## src/rtl/seg_pkg.sv

```systemverilog
// seg_pkg: shared definitions for the seven-segment page controller.
//   SEG_LUT     hex nibble -> segments {g,f,e,d,c,b,a}, active high
//   NPAGE_DEF   default number of display sources
//   state_e     page FSM states (RUN, HOLD)
//   blank_mask  32-bit word -> per-digit leading-zero blank mask
package seg_pkg;

  localparam int NPAGE_DEF = 4;

  typedef enum logic {
    RUN  = 1'b0,
    HOLD = 1'b1
  } state_e;

  // Entry 15 first, entry 0 last.
  localparam logic [15:0][6:0] SEG_LUT = {
    7'h71, 7'h79, 7'h5E, 7'h39, 7'h7C, 7'h77, 7'h6F, 7'h7F,
    7'h07, 7'h7D, 7'h6D, 7'h66, 7'h4F, 7'h5B, 7'h06, 7'h3F
  };

  // Bit i is set when nibbles 7..i are all zero. Digit 0 always shows,
  // so a zero word still displays a single '0'.
  function automatic logic [7:0] blank_mask(input logic [31:0] w);
    logic [7:0] m;
    logic       z;
    m = 8'h00;
    z = 1'b1;
    for (int i = 7; i >= 1; i--) begin
      z    = z & (w[4*i +: 4] == 4'h0);
      m[i] = z;
    end
    return m;
  endfunction

endpackage

```

## src/rtl/key_debounce.sv

```systemverilog
// key_debounce: 2-FF synchronizer, stability-window debouncer and
// press detector for one active-low button.
//   clk, rst   clock, synchronous active-high reset
//   key_i      raw asynchronous button level (0 = pressed)
//   press_o    one-cycle pulse on an accepted 1->0 transition
module key_debounce #(
  parameter int DEB_CYC = 500_000
) (
  input  logic clk,
  input  logic rst,
  input  logic key_i,
  output logic press_o
);

  localparam int CW = (DEB_CYC > 1) ? $clog2(DEB_CYC + 1) : 1;

  logic [1:0]    sync_q;
  logic          lvl_q, lvl_d;
  logic [CW-1:0] cnt_q, cnt_d;
  logic          press_q, press_d;
  logic          s, diff, flip;

  assign s    = sync_q[1];
  assign diff = (s != lvl_q);
  // The level flips on the DEB_CYC-th consecutive differing cycle.
  assign flip = diff && (cnt_q == CW'(DEB_CYC - 1));

  always_comb begin
    cnt_d   = '0;
    lvl_d   = lvl_q;
    press_d = 1'b0;
    if (diff) cnt_d = flip ? '0 : cnt_q + 1'b1;
    if (flip) begin
      lvl_d   = s;
      press_d = ~s;
    end
  end

  always_ff @(posedge clk) begin
    if (rst) begin
      sync_q  <= 2'b11;
      lvl_q   <= 1'b1;
      cnt_q   <= '0;
      press_q <= 1'b0;
    end else begin
      sync_q  <= {sync_q[0], key_i};
      lvl_q   <= lvl_d;
      cnt_q   <= cnt_d;
      press_q <= press_d;
    end
  end

  assign press_o = press_q;

endmodule

```

## src/rtl/seg_page_ctrl.sv

```systemverilog
// seg_page_ctrl: selects one of NPAGE 32-bit sources for the 8-digit
// display and hands the serializer a frame-aligned snapshot.
//   clk, rst    clock, synchronous active-high reset
//   key0, key1  raw active-low buttons: next page / toggle hold
//   page_data   NPAGE packed 32-bit source words
//   page_vld    per-source valid level
//   frame_done  end-of-scan pulse from the serializer
//   disp_word   snapshot word, disp_blank per-digit blank mask
//   page        current page index, hold = display frozen
module seg_page_ctrl
  import seg_pkg::*;
#(
  parameter int NPAGE    = NPAGE_DEF,
  parameter int DEB_CYC  = 500_000,
  parameter int AUTO_CYC = 0,
  parameter int LZB      = 1
) (
  input  logic                      clk,
  input  logic                      rst,
  input  logic                      key0,
  input  logic                      key1,
  input  logic [NPAGE-1:0][31:0]    page_data,
  input  logic [NPAGE-1:0]          page_vld,
  input  logic                      frame_done,
  output logic [31:0]               disp_word,
  output logic [7:0]                disp_blank,
  output logic [$clog2(NPAGE)-1:0]  page,
  output logic                      hold
);

  localparam int PW  = $clog2(NPAGE);
  localparam int ACW = (AUTO_CYC > 1) ? $clog2(AUTO_CYC) : 1;
  localparam int ATC = (AUTO_CYC > 0) ? AUTO_CYC - 1 : 0;

  logic           press0, press1;
  state_e         state_q, state_d;
  logic [PW-1:0]  page_q, page_d;
  logic [ACW-1:0] acnt_q, acnt_d;
  logic           pend_q, pend_d;
  logic [31:0]    word_q, word_d;
  logic [7:0]     blank_q, blank_d;
  logic           auto_en, auto_tick, step, load;

  key_debounce #(.DEB_CYC(DEB_CYC)) u_key0 (
    .clk(clk), .rst(rst), .key_i(key0), .press_o(press0)
  );
  key_debounce #(.DEB_CYC(DEB_CYC)) u_key1 (
    .clk(clk), .rst(rst), .key_i(key1), .press_o(press1)
  );

  always_comb begin
    state_d = state_q;
    if (press1) state_d = (state_q == RUN) ? HOLD : RUN;

    auto_en   = (AUTO_CYC != 0) && (state_q == RUN);
    auto_tick = auto_en && (acnt_q == ACW'(ATC));

    acnt_d = acnt_q;
    if (press0)       acnt_d = '0;
    else if (auto_en) acnt_d = auto_tick ? '0 : acnt_q + 1'b1;

    // A coincident press and tick advance only once.
    step   = press0 | auto_tick;
    page_d = page_q;
    if (step) page_d = (page_q == PW'(NPAGE - 1)) ? '0 : page_q + 1'b1;

    // The load uses the current page; a coincident page change keeps
    // pending set so the new page is shown on the next frame.
    load   = frame_done && ((state_q == RUN) || pend_q);
    pend_d = pend_q;
    if (step)      pend_d = 1'b1;
    else if (load) pend_d = 1'b0;

    word_d  = word_q;
    blank_d = blank_q;
    if (load) begin
      word_d = page_data[page_q];
      if (!page_vld[page_q]) blank_d = 8'hFF;
      else if (LZB != 0)     blank_d = blank_mask(page_data[page_q]);
      else                   blank_d = 8'h00;
    end
  end

  always_ff @(posedge clk) begin
    if (rst) begin
      state_q <= RUN;
      page_q  <= '0;
      acnt_q  <= '0;
      pend_q  <= 1'b1;
      word_q  <= 32'h0;
      blank_q <= 8'hFE;
    end else begin
      state_q <= state_d;
      page_q  <= page_d;
      acnt_q  <= acnt_d;
      pend_q  <= pend_d;
      word_q  <= word_d;
      blank_q <= blank_d;
    end
  end

  assign disp_word  = word_q;
  assign disp_blank = blank_q;
  assign page       = page_q;
  assign hold       = (state_q == HOLD);

endmodule

```

## config.mk

```make
export PLATFORM = sky130hd
export DESIGN_NAME = seg_page_ctrl
export DESIGN_NICKNAME = d
export VERILOG_FILES = /design/src/rtl/seg_pkg.sv /design/src/rtl/key_debounce.sv /design/src/rtl/seg_page_ctrl.sv
export SDC_FILE = /design/constraint.sdc
export NUM_CORES = 1
export LEC_CHECK = 0
export CAP_MARGIN = 20
export CORE_ASPECT_RATIO = 1.4
export CORE_MARGIN = 2
export CORE_UTILIZATION = 30
export CTS_BUF_LIST = sky130_fd_sc_hd__clkbuf_4 sky130_fd_sc_hd__clkbuf_8
export CTS_CLUSTER_DIAMETER = 80
export DETAILED_ROUTE_END_ITERATION = 12
export HOLD_SLACK_MARGIN = 0.02
export SYNTH_ARGS = -nofsm -noshare
export SYNTH_HDL_FRONTEND = slang
export SYNTH_SLANG_ARGS = --single-unit
```

## constraint.sdc

```tcl
create_clock -name clk -period 2.79 [get_ports clk]
set_input_delay 0.558 -clock clk [delete_from_list [all_inputs] [get_ports clk]]
set_output_delay 0.558 -clock clk [all_outputs]
set_load 0.01 [all_outputs]
```

==> metrics.md, run 1 <==
| Metric | Value |
|---|---|
| Unique cell type count in the Yosys netlist | `42` |
| CTS resizes | `0` |
| Met1 usage | `0.198` |
| Vias per cell | `around 5.0` |
| DIE AREA | `0.0158 sq mm` |
| Leakage power figure | `2.19 nW` |
| Setup violations, final | `0` |
| Setup TNS Final | `0 ps` |
| Area Growth Syn to Fin | `49.4%` |
| Layout cells sized above 1 | `0.0807` |
| Clock root buffer | `clkbuf_8` |
| Syn Inst Count | `458` |
| Final hold viol count | `0` |
| Die X | `107 microns` |
| RSZ-0062 raised after global routing | `no` |
| Vias in the first global route | `4,134` |
| CTS tree | `done` |
| Cell taking the most area after synthesis | `dfxtp_1` |
| Chip height | `148 microns` |
| Top Ports | `180` |
| Clock transition at the registers of the reported paths | `100 ps` |
| WP data arrival | `about 2700 ps` |
| Buffer count from post-CTS setup fixing | `0` |
| First-pass GRT wire length | `21,400 microns` |
| Synthesized cell area | `about 0.0044 sq mm` |
| Fin. max-slew vios | `0` |
| Antenna violations before repair | `2` |
| Register area share after synthesis | `0.405` |
| Worst Setup End Kind | `flip-flop` |
| Worst skew pair latency | `360 ps` |
| Maximum root-to-sink buffer count | `2` |
| Final #Nets | `767` |
| RePlAce Congestion | `0.840` |
| Syn_area_per_cell | `9.71 sq um` |
| Drt pass-1 iters | `4` |
| Reg-to-reg slack, setup | `between 300 and 400 ps` |
| PD cells | `418 mW/mm^2` |
| Outcome | `completed` |
| Row count | `52` |
| WL final | `13,700 microns` |
| H-tree level count | `3` |
| Max-cap viol count | `0` |
| VDD IR-drop max | `0.296 mV` |
| Fin crit share | `0.865` |
| Area share of the largest cell type after synthesis | `0.405` |
| WL per Instance | `approximately 17 microns` |
| Port-buffer cells | `roughly 180` |
| Ys flop type | `dfxtp_1` |
| DRC Markers | `0` |
| Largest net degree at the start of global routing | `44` |
| Post-DP HPWL | `10,800 microns` |
| Asr flop ratio synth | `0` |
| Overall Global Routing Usage | `0.175` |
| CTS Hold Bufs | `0` |
| Initial Util | `0.306` |
| Sink Count | `90` |
| Post-synth EDFFs | `0` |
| Global-route met2 utilization | `0.311` |
| Slew margin rel. | `0.472` |
| Busiest metal layer after global routing | `met2` |
| Layout Utilization | `0.458` |
| CTS Buf Count | `9` |
| Crit-path cells | `buf_12 > mux4_1 > nor4_1 > nand3_1 > o31ai_1` |
| Synth area leaders | `dfxtp_1 41%, mux4_2 9.1%, mux4_1 8.9%` |
| Crit-path max FO | `37` |
| Most common cell in the netlist | `dfxtp_1` |
| CP Data Required Time | `about 3000 ps` |
| Hold Crit Class | `flip-flop to flip-flop` |
| Fin Clk Skew | `11.5 ps` |
| Worst Tran Pin Value | `789 ps` |
| Peak Freq | `0.414 GHz` |
| Critical setup path kind | `flip-flop to flip-flop` |
| Yosys reg bits | `90` |
| Syn Nets | `~600` |
| Worst setup SP type | `flip-flop` |
| M3 GR Usage | `0.0560` |
| Minimum clock period | `2410 ps` |
| Post-synth top cells | `90 x dfxtp_1, 80 x nand2_1, 48 x a21oi_1` |
| Gr ovfl total | `0` |
| Yosys Warn Count | `0` |
| Remaining antenna violation count | `0` |
| Via count | `4,091` |
| Crit path max-delay family | `simple AND/OR/NAND/NOR gates` |
| Core area | `0.0145 sq mm` |
| Crit-path max cell delay | `610 ps` |
| Buf/Inv on CP | `1` |
| Max stage delay cell, worst path | `mux4_1` |
| DRT iter0 DRCs | `120` |
==> through the flow <==
step                setup slack, ps  total power [mW]  cells  hold slack [ps]  instance area, sq um
floorplan                       693              1.50    458              389                  4450
global placement               30.1              1.80    805              398                  6410
finish                          376              2.78    822              423                  6640
CTS                             323              2.81    821              424                  6640
global route                    265              2.89    822              445                  6640
detailed placement            -13.7              1.81    805              397                  6410
==> flip-flops by register name (all words and copies together), names as in the netlist <==
signal / count
disp_blank: 8
pend_q: 1
u_key0.press_o: 1
u_key1.lvl_q: 1
u_key1.cnt_q: 19
u_key0.sync_q: 2
hold: 1
u_key0.cnt_q: 19
disp_word: 32
u_key1.press_o: 1
u_key1.sync_q: 2
page: 2
u_key0.lvl_q: 1
==> where the power goes <==
group          switching, mW  leakage (nW)  internal, mW
combinational          0.147          1.35         0.281
sequential            0.0224         0.735          1.32
clock                  0.493         0.106         0.512
total                  0.662          2.19          2.12
==> routing by layer <==
layer  vias up  wire, microns
met5         -              0
met4         0            274
met3        13           1060
met2       149           7070
met1      1921           5290
li1       2008              -
==> logic make-up after synthesis <==
| logic type | count (synthesis) | synth area share |
|---|---|---|
| and+or+nand+nor | 194 | 0.220 |
| DFF | 90 | 0.405 |
| AOI/OAI and AO/OA | 74 | 0.0926 |
| buffers and inverters | 36 | 0.0380 |
| muxes | 35 | 0.184 |
| xor gates and xnor gates | 26 | 0.0512 |
| adders and majority gates | 3 | 0.00844 |
==> path summary, 6_finish.rpt <==
path | start | end | depth (start not counted)
min reg2reg | u_key0.sync_q[0] | u_key0.sync_q[1] | 1
min | u_key0.sync_q[0] | u_key0.sync_q[1] | 1
max | page[0] | disp_blank[1] | 5
max reg2reg | page[0] | disp_blank[1] | 5
==> cells in the final DEF, fill, tap and decap left out, types with 2 or more instances in the layout <==
cell,instances
a21oi_1,48
and3_1,2
and4_1,3
buf_12,2
buf_4,4
bufinv_16,2
clkbuf_8,9
clkdlybuf4s50_1,179
clkinvlp_4,2
dfxtp_1,89
ha_1,3
inv_1,9
inv_6,2
mux2i_1,2
mux4_1,15
mux4_2,18
nand2_1,80
nand3_1,21
nand3b_1,2
nand4_1,8
nor2_1,34
nor3_1,2
nor3b_1,2
nor4_1,10
nor4_4,3
nor4b_1,2
o21ai_0,13
o311ai_0,2
o31ai_1,6
or2_2,4
or3_1,8
or4_1,7
xnor2_1,13
xor2_1,13
==> cell type report <==
type | instances | area [sq um]
antenna | 1 | 2.50
multi-input combinational | 332 | 2480
timing repair buffer | 185 | 1860
sequential | 90 | 1800
tap | 189 | 236
clock buffer | 9 | 124
clock inverter | 7 | 101
fill | 1391 | 7870
inverter | 9 | 33.8
No activity file was read; power rests on OpenSTA's default activity.
==> inputs of run 2 (changes only) <==
CTS_BUF_LIST = not set   (was sky130_fd_sc_hd__clkbuf_4 sky130_fd_sc_hd__clkbuf_8)
HOLD_SLACK_MARGIN = not set   (was 0.02)
clock period = 2.7 ns   (was 2.79 ns; I/O delays follow)
==> metrics.md, run 2 (same netlist as run 1, synthesis figures left out) <==
| Metric | Value |
|---|---|
| Chip height | `148 microns` |
| Fin. max-slew vios | `0` |
| Max FFs per register | `32` |
| H-tree level count | `3` |
| First-pass GRT wire length | `21,300 microns` |
| Core area | `0.0145 sq mm` |
| Die X | `107 microns` |
| Worst setup SP type | `flip-flop` |
| Worst Setup End Kind | `flip-flop` |
| Leading cell type in the layout, fill and taps excluded | `clkdlybuf4s50_1` |
| Slew margin rel. | `0.477` |
| PD cells | `445 mW/mm^2` |
| Hold Crit Depth | `1` |
| Storage element area | `0.00180 sq mm` |
| Crit-path cells | `buf_12 > mux4_1 > nor4_1 > nand3_1 > o31ai_1` |
| WL per Instance | `16.7 microns` |
| Ant. Diodes | `0` |
| Drt pass-1 iters | `4` |
| Post-DP HPWL | `11,000 microns` |
| Overall Global Routing Usage | `0.176` |
| Clock transition at the registers of the reported paths | `around 60 ps` |
| WP data arrival | `2600 ps` |
| Critical setup path kind | `flip-flop to flip-flop` |
| Remaining antenna violation count | `0` |
| Worst skew pair latency | `around 340 ps` |
| R2R depth | `5` |
| Buffer count from post-CTS setup fixing | `0` |
| Area Growth Syn to Fin | `51.0%` |
| Worst Tran Pin Value | `~780 ps` |
| Worst setup margin | `about 350 ps` |
| Initial Util | `0.306` |
| Reg-to-reg slack, setup | `350 ps` |
| Worst r2r src | `page[0]` |
| RSZ-0062 raised after global routing | `no` |
| CTS tree | `done` |
| Most frequent cells in the layout | `179 x clkdlybuf4s50_1, 89 x dfxtp_1, 80 x nand2_1, 48 x a21oi_1, 34 x nor2_1` |
| RR Endpoint | `disp_blank[1]` |
| DRC Markers | `0` |
| Comb power frac | `0.149` |
| Max-cap viol count | `0` |
| Internal power | `2.28 mW` |
| Max stage delay cell, worst path | `mux4_1` |
| Crit-path max cell delay | `620 ps` |
| CP Data Required Time | `just under 3000 ps` |
| Top Ports | `180` |
| Vias in the first global route | `4,083` |
| Antenna violations before repair | `0` |
| Setup violations, final | `0` |
| Fin crit share | `0.872` |
| Leakage power figure | `2.22 nW` |
| Final #Nets | `769` |
| Vias per cell | `4.96` |
| Net Sw Frac | `0.236` |
| CTS resizes | `0` |
| Pre-CTS WS | `-18.6 ps` |
| DIE AREA | `0.0158 sq mm` |
| CTS Buf Count | `9` |
| Crit path from | `page[0]` |
| Area of the multi-input gates | `0.00248 sq mm` |
| Worst hold path startpoint | `u_key1.sync_q[0]` |
| Via count | `4,084` |
| Hold EP | `u_key1.sync_q[1]` |
| Maximum root-to-sink buffer count | `2` |
| Largest net degree at the start of global routing | `between 40 and 50` |
| Minimum clock period | `roughly 2400 ps` |
| Net Sw Power | `between 0.7 and 0.8 mW` |
| CTS Hold Bufs | `0` |
| Row count | `52` |
| Layout cells sized above 1 | `0.0836` |
| WL final | `13,800 microns` |
| Outcome | `completed` |
| Clock root buffer | `clkbuf_16` |
| Seq pwr share | `0.466` |
| Pwr Total | `2.99 mW` |
| Setup TNS Final | `0 ps` |
| DRT iter0 DRCs | `85` |
| Sink Count | `90` |
| Crit-path max FO | `37` |
| Final Cell Area | `0.00671 sq mm` |
| Peak Freq | `0.425 GHz` |
| VDD IR-drop max | `around 0.25 mV` |
| Port-buffer cells | `~180` |
| Final hold viol count | `0` |
| RePlAce Congestion | `0.819` |
| Gr ovfl total | `0` |
| Hold Crit Class | `flip-flop to flip-flop` |
| Clock power share | `0.385` |
| Fin Clk Skew | `5.64 ps` |
| Cell Area, Placed | `0.00644 sq mm` |
| Final-layout fill cell count | `around 1,300` |
==> run 2: changes by cell type in the layout (fill, tap and decap cells not counted), sizes merged <==
cell,change
clkinvlp,+1
clkinv,+3
diode,-1
bufinv,-2
inv,-2
buf,+2
==> run 2: final cells by class <==
type / count / share of cell area
repair buffers: 187 / 0.282
flip-flops and latches: 90 / 0.269
inverters: 9 / 0.00503
clock buffers: 9 / 0.0336
well taps: 189 / 0.0352
multi-input cells: 332 / 0.369
clock inverters: 7 / 0.00690
==> run 2: worst max-delay path by stage <==
| stage | end | slack (ps) | depth (start not counted) |
|---|---|---|---|
| floorplan | disp_blank[1] | 600 | 6 |
| CTS | disp_blank[1] | 270 | 5 |
| global route | disp_blank[1] | 200 | 5 |
| detailed placement | disp_blank[1] | -20 | 5 |
| global placement | disp_blank[1] | -40 | 5 |
| finish | disp_blank[1] | 350 | 5 |
==> run 2: power by group through the flow <==
stage                     sequential (mW)  clock, mW  combinational [mW]
final                                1.39       1.15               0.445
after global routing                 1.40       1.23               0.477
after CTS                            1.39       1.17               0.451
after detailed placement             1.42          0               0.449
after global placement               1.42          0               0.447
after floorplan                      1.43          0               0.121
==> run 2: metrics by stage <==
stage	utilization	cells	hold WS, ps
2_1_floorplan	-	458	389
3_3_place_gp	0.444	807	398
3_5_place_dp	0.444	807	399
4_1_cts	0.463	823	414
5_1_grt	0.463	823	427
6_report	0.463	823	413
==> run 2: critical path, delay by kind of cell (launching register included) <==
| kind | cells | cell delay (ps) |
|---|---|---|
| compound gates | 1 | 290 |
| simple gates | 2 | 750 |
| mux | 1 | 620 |
| flops | 1 | 340 |
| buf+inv | 1 | 250 |
==> run 2: layer usage <==
metal / wire, microns / track usage / up-vias
met5: 0 / 0 / -
met4: 246 / 0.0539 / 0
li1: - / - / 2012
met1: 5220 / 0.194 / 1900
met2: 7110 / 0.312 / 155
met3: 1210 / 0.0657 / 17
==> variant 1: new RTL, config.mk and constraints of run 1 <==
`DEB_CYC` is set to 500_000 in 2 places; all go to 250_000.
--- a/src/rtl/key_debounce.sv
+++ b/src/rtl/key_debounce.sv
@@ -5,5 +5,5 @@
 //   press_o    one-cycle pulse on an accepted 1->0 transition
 module key_debounce #(
-  parameter int DEB_CYC = 500_000
+  parameter int DEB_CYC = 250_000
 ) (
   input  logic clk,
--- a/src/rtl/seg_page_ctrl.sv
+++ b/src/rtl/seg_page_ctrl.sv
@@ -12,5 +12,5 @@
 #(
   parameter int NPAGE    = NPAGE_DEF,
-  parameter int DEB_CYC  = 500_000,
+  parameter int DEB_CYC  = 250_000,
   parameter int AUTO_CYC = 0,
   parameter int LZB      = 1
Formal check against the unedited RTL: no difference found for any inputs over 10 cycles, from zero or initial values and one cycle with rst high; that may be too few to reach the edited logic, so the function may still have changed.
==> variant 1 against run 1 <==
Routed wire length down 6.2%; total power is 11% lower; synthesized cell count fell by 5.7%; core utilization down 0.17 points; setup slack improved by 0.064 ns; cell count down 4.0%; non-clock buffer count fell by 1; via count decreased by 6.9%; design area fell by 4.9%; die area fell by 4.6%; sequential cell count shrank 2; area after synthesis fell by 4.8%; highest routed layer unchanged.
==> variant 1: results (changes against run 1) <==
Setup path
  • R2R cell count: 6 (+1)
  • Critical path's largest stage delay: 0.63 ns (+0.02 ns)
  • CP arrival: 2.65 ns (-0.03 ns)
  • FF-to-FF setup slack: 0.44 ns (+0.06 ns)

Route
  • Routed vias: 3808 (-6.9%)
  • DR WL met3: 1293 um (+22%)
  • Met2 wire length: 6268 um (-11%)
  • Iteration-0 DRC Markers: 127 (+5.8%)
  • Vias per inst: 4.826 (-3.0%)
  • Metal-1 WL: 5034 um (-4.9%)
  • Routed len/inst: 16.28 um (-2.3%)
  • DR pass1 iterations: 4 (unchanged)

Synthesis
  • Post-synthesis register bit count: 88 (-2.2%)
  • Syn nets: 572 (-4.3%)
  • Seq/Total Area, Yosys: 41.62% (+1.1 points)
  • Mean Syn Cell Area: 9.798 um^2 (+0.95%)
  • Top cells by count, synth: dfxtp_1 (88), nand2_1 (81), nor2_1 (51)
  • Synth area leaders: dfxtp_1 (42%), mux4_2 (14%), nand2_1 (7.2%)

Pwr
  • LEAKAGE: 2.151 nW (-1.8%)
  • Worst VDD drop: 0.2017 mV (-32%)
  • Seq. pwr: 0.00131 W
  • Flop pwr share: 52.9% (+4.5 points)
  • Psw: 0.0005843 W (-12%)
  • Clock group: 0.000750 W (-26%)

Cells and area
  • Fillers: 1338 (-3.8%)
  • Plain + repair buffers: 184 (-0.54%)
  • Fraction of area in multi-input gates: 36.58% (-0.73 points)
  • Signal inverters: 3 (-6)
  • Register area: 1763 um^2 (-2.2%)
  • Share of layout cells above drive strength 1: 9.437% (+1.4 points)
  • Ant diodes: 0 (-1)
  • ClkCell Share: 2.358% (-1.0 points)
  • NonClk Buf Share: 29.29% (+1.3 points)
  • #MultiIn Comb: 316 (-4.8%)
  • Final net count: 742 (-3.3%)

Placed design
  • Area post-placement: 6165 um^2 (-3.9%)
  • Placed instance count: 776 (-3.6%)
  • GP Congestion: 0.7965 (-5.1%)
  • DP HPWL: 10230 um (-5.6%)

Timing
  • Worst slew pin tran: 0.5810 ns (-0.2080 ns)
  • Hold WS: 0.4156 ns (-0.007284 ns)
  • Clock Skews: 0.007634 ns (-0.003816 ns)

Global route
  • Vias in the first global route: 3965 (-4.1%)
  • First-pass GRT wire length: 19910 um (-6.9%)
  • Pin count of the biggest net entering global routing: 38 (-14%)
  • Initial antenna violation count: 0 (-2)
  • Met3 Use GR: 7.977% (+2.4 points)
  • Met2 Track Usage GR: 29.62% (-1.5 points)
  • Met1 GRT Util: 18.63% (-1.2 points)
  • Tot GR Track Use: 17.17% (-0.36 points)

CTS
  • Reg clk slew, reported paths: 0.08 ns (-0.02 ns)

Die
  • Die area: 15090 um^2 (-4.6%)

Worst hold path
  • WHS Endpoint: u_key1.sync_q[1]
  • Hold path start: u_key1.sync_q[0]

Status
  • Status: finished, final reports clean
-- variant 1: changes by cell type after synthesis, moves of 4 or more --
cell	run 1	this run
nand3_1	21	14
nor4_1	10	4
xor2_1	13	17
mux4_2	18	27
a21oi_1	48	38
o21ai_0	13	0
inv_1	9	3
nor2_1	35	51
clkbuf_1	21	17
o31ai_1	6	0
mux4_1	15	6
or3_1	8	0
xnor2_1	13	18
-- variant 1: cells by family after synthesis --
group                      Yosys count  share of synthesized area, %
AOI/OAI and AO/OA                   43                         5.350
xor gates and xnor gates            35                         7.242
and+or+nand+nor                    199                         22.29
muxes                               36                         18.80
buffers and inverters               28                         3.813
DFF                                 88                         41.62
adders and majority gates            3                        0.8869
-- variant 1: per-stage QoR --
stage | utilization (%) | worst slack (ns)
3_3_place_gp | 44.52 | 0.2033
5_1_grt | 45.60 | 0.3360
6_report | 45.60 | 0.4405
4_1_cts | 45.60 | 0.4103
3_5_place_dp | 44.52 | 0.1803
2_1_floorplan | - | 0.6023
==> variant 2: new RTL, settings of run 1 <==
Without the edit above. Reset style: asynchronous (`rst`), changed in 2 clocked blocks. Comments in the files are not updated.
--- a/src/rtl/key_debounce.sv
+++ b/src/rtl/key_debounce.sv
@@ -37,5 +37,5 @@
   end
 
-  always_ff @(posedge clk) begin
+  always_ff @(posedge clk or posedge rst) begin
     if (rst) begin
       sync_q  <= 2'b11;
--- a/src/rtl/seg_page_ctrl.sv
+++ b/src/rtl/seg_page_ctrl.sv
@@ -82,5 +82,5 @@
   end
 
-  always_ff @(posedge clk) begin
+  always_ff @(posedge clk or posedge rst) begin
     if (rst) begin
       state_q <= RUN;
Function: differs if rst is asserted again (counterexample within 4 cycles, from zero or initial values and one cycle with rst high); with rst held inactive, the same outputs for 10 cycles.
==> variant 2 against run 1 <==
Design area increased by 5.9%; setup slack got worse by 0.039 ns; routed wire length grew 7.5%; count of clock-buffer cells in the layout grew 1; sequential cell count did not move; area after synthesis is 6.6% higher; combinational power grew 22%; total power decreased by 0.54%; critical path depth unchanged; clock power down 17%; die area grew 6.4%; core utilization decreased by 0.51 points; worst hold slack got worse by 0.062 ns.
==> variant 2: results (changes against run 1) <==
Timing
  • Worst slew pin tran: 0.9327 ns (+0.1437 ns)
  • Clock Skews: 0.008614 ns (-0.002837 ns)

Cells and area
  • Clk_buf instances: 10 (+1)
  • Plain + repair buffers: 196 (+5.9%)
  • Non-Filler Instances: 809 (-1.6%)
  • Final net count: 747 (-2.6%)
  • ClkCell Share: 2.669% (-0.72 points)
  • Fillers: 1474 (+6.0%)
  • #MultiIn Comb: 301 (-9.3%)

Pwr
  • Cell Pwr Density: 392.9 nW/um^2 (-6.1%)

Setup path
  • Max Fanout on Critical Path: 14 (-62%)
  • FF-to-FF Start: page[0]
  • RR Endpoint: disp_blank[1]

Synthesis
  • Mapped Cells: 420 (-8.3%)
  • Complex-gate fraction of the synthesized area: 6.730% (-2.5 points)
  • Main flop type after synthesis: dfrtp_1
  • Post-synth ARST share: 100.0% (+100 points)
  • Multiplexer share of the synthesized area: 18.29% (-0.15 points)
  • Adder-Cell Fraction of Synth Area: 0.7918% (-0.053 points)
  • Post-synth cell types: 48 (+14%)
  • Seq/Total Area, Yosys: 47.88% (+7.3 points)

Placed design
  • Pre-CTS WS: 0.2210 ns (+0.2347 ns)
  • Placed instance count: 792 (-1.6%)
  • DP HPWL: 11950 um (+10%)

Global route
  • Pin count of the biggest net entering global routing: 35 (-20%)
  • First-pass GRT wire length: 21870 um (+2.3%)
  • Initial antenna violation count: 1 (-1)
  • Met3 Use GR: 5.175% (-0.42 points)
  • Vias in the first global route: 4203 (+1.7%)

Route
  • Met2 wire length: 7469 um (+5.7%)

Status
  • Status: finished, final reports clean

Worst hold path
  • WHS Path Cells: 0 (-1)
  • Hold path start: u_key1.sync_q[0]
==> variant 2: cell count changes after synthesis, moves of 7 or more <==
| cell | before | now |
|---|---|---|
| a21oi_1 | 48 | 11 |
| clkbuf_1 | 21 | 11 |
| dfrtp_1 | 0 | 76 |
| dfstp_2 | 0 | 14 |
| dfxtp_1 | 90 | 0 |
| mux2_2 | 0 | 7 |
| mux4_1 | 15 | 6 |
| mux4_2 | 18 | 27 |
| nand2_1 | 80 | 97 |
| nor2_1 | 35 | 28 |
==> variant 2: where the power goes <==
part | switching [W] | total, W | internal [W]
combinational | 0.000194 | 0.000524 | 0.000330
clock | 0.000479 | 0.000835 | 0.000356
sequential | 0.0000359 | 0.00140 | 0.00137
==> variant 2: worst reg2reg max path, delay by kind of cell (launching register included) <==
family	cells	cell delay (ns)
AOI/OAI and AO/OA	2	0.41
buffers and inverters	1	0.22
DFF	1	0.61
and+or+nand+nor	1	0.55
muxes	1	0.61
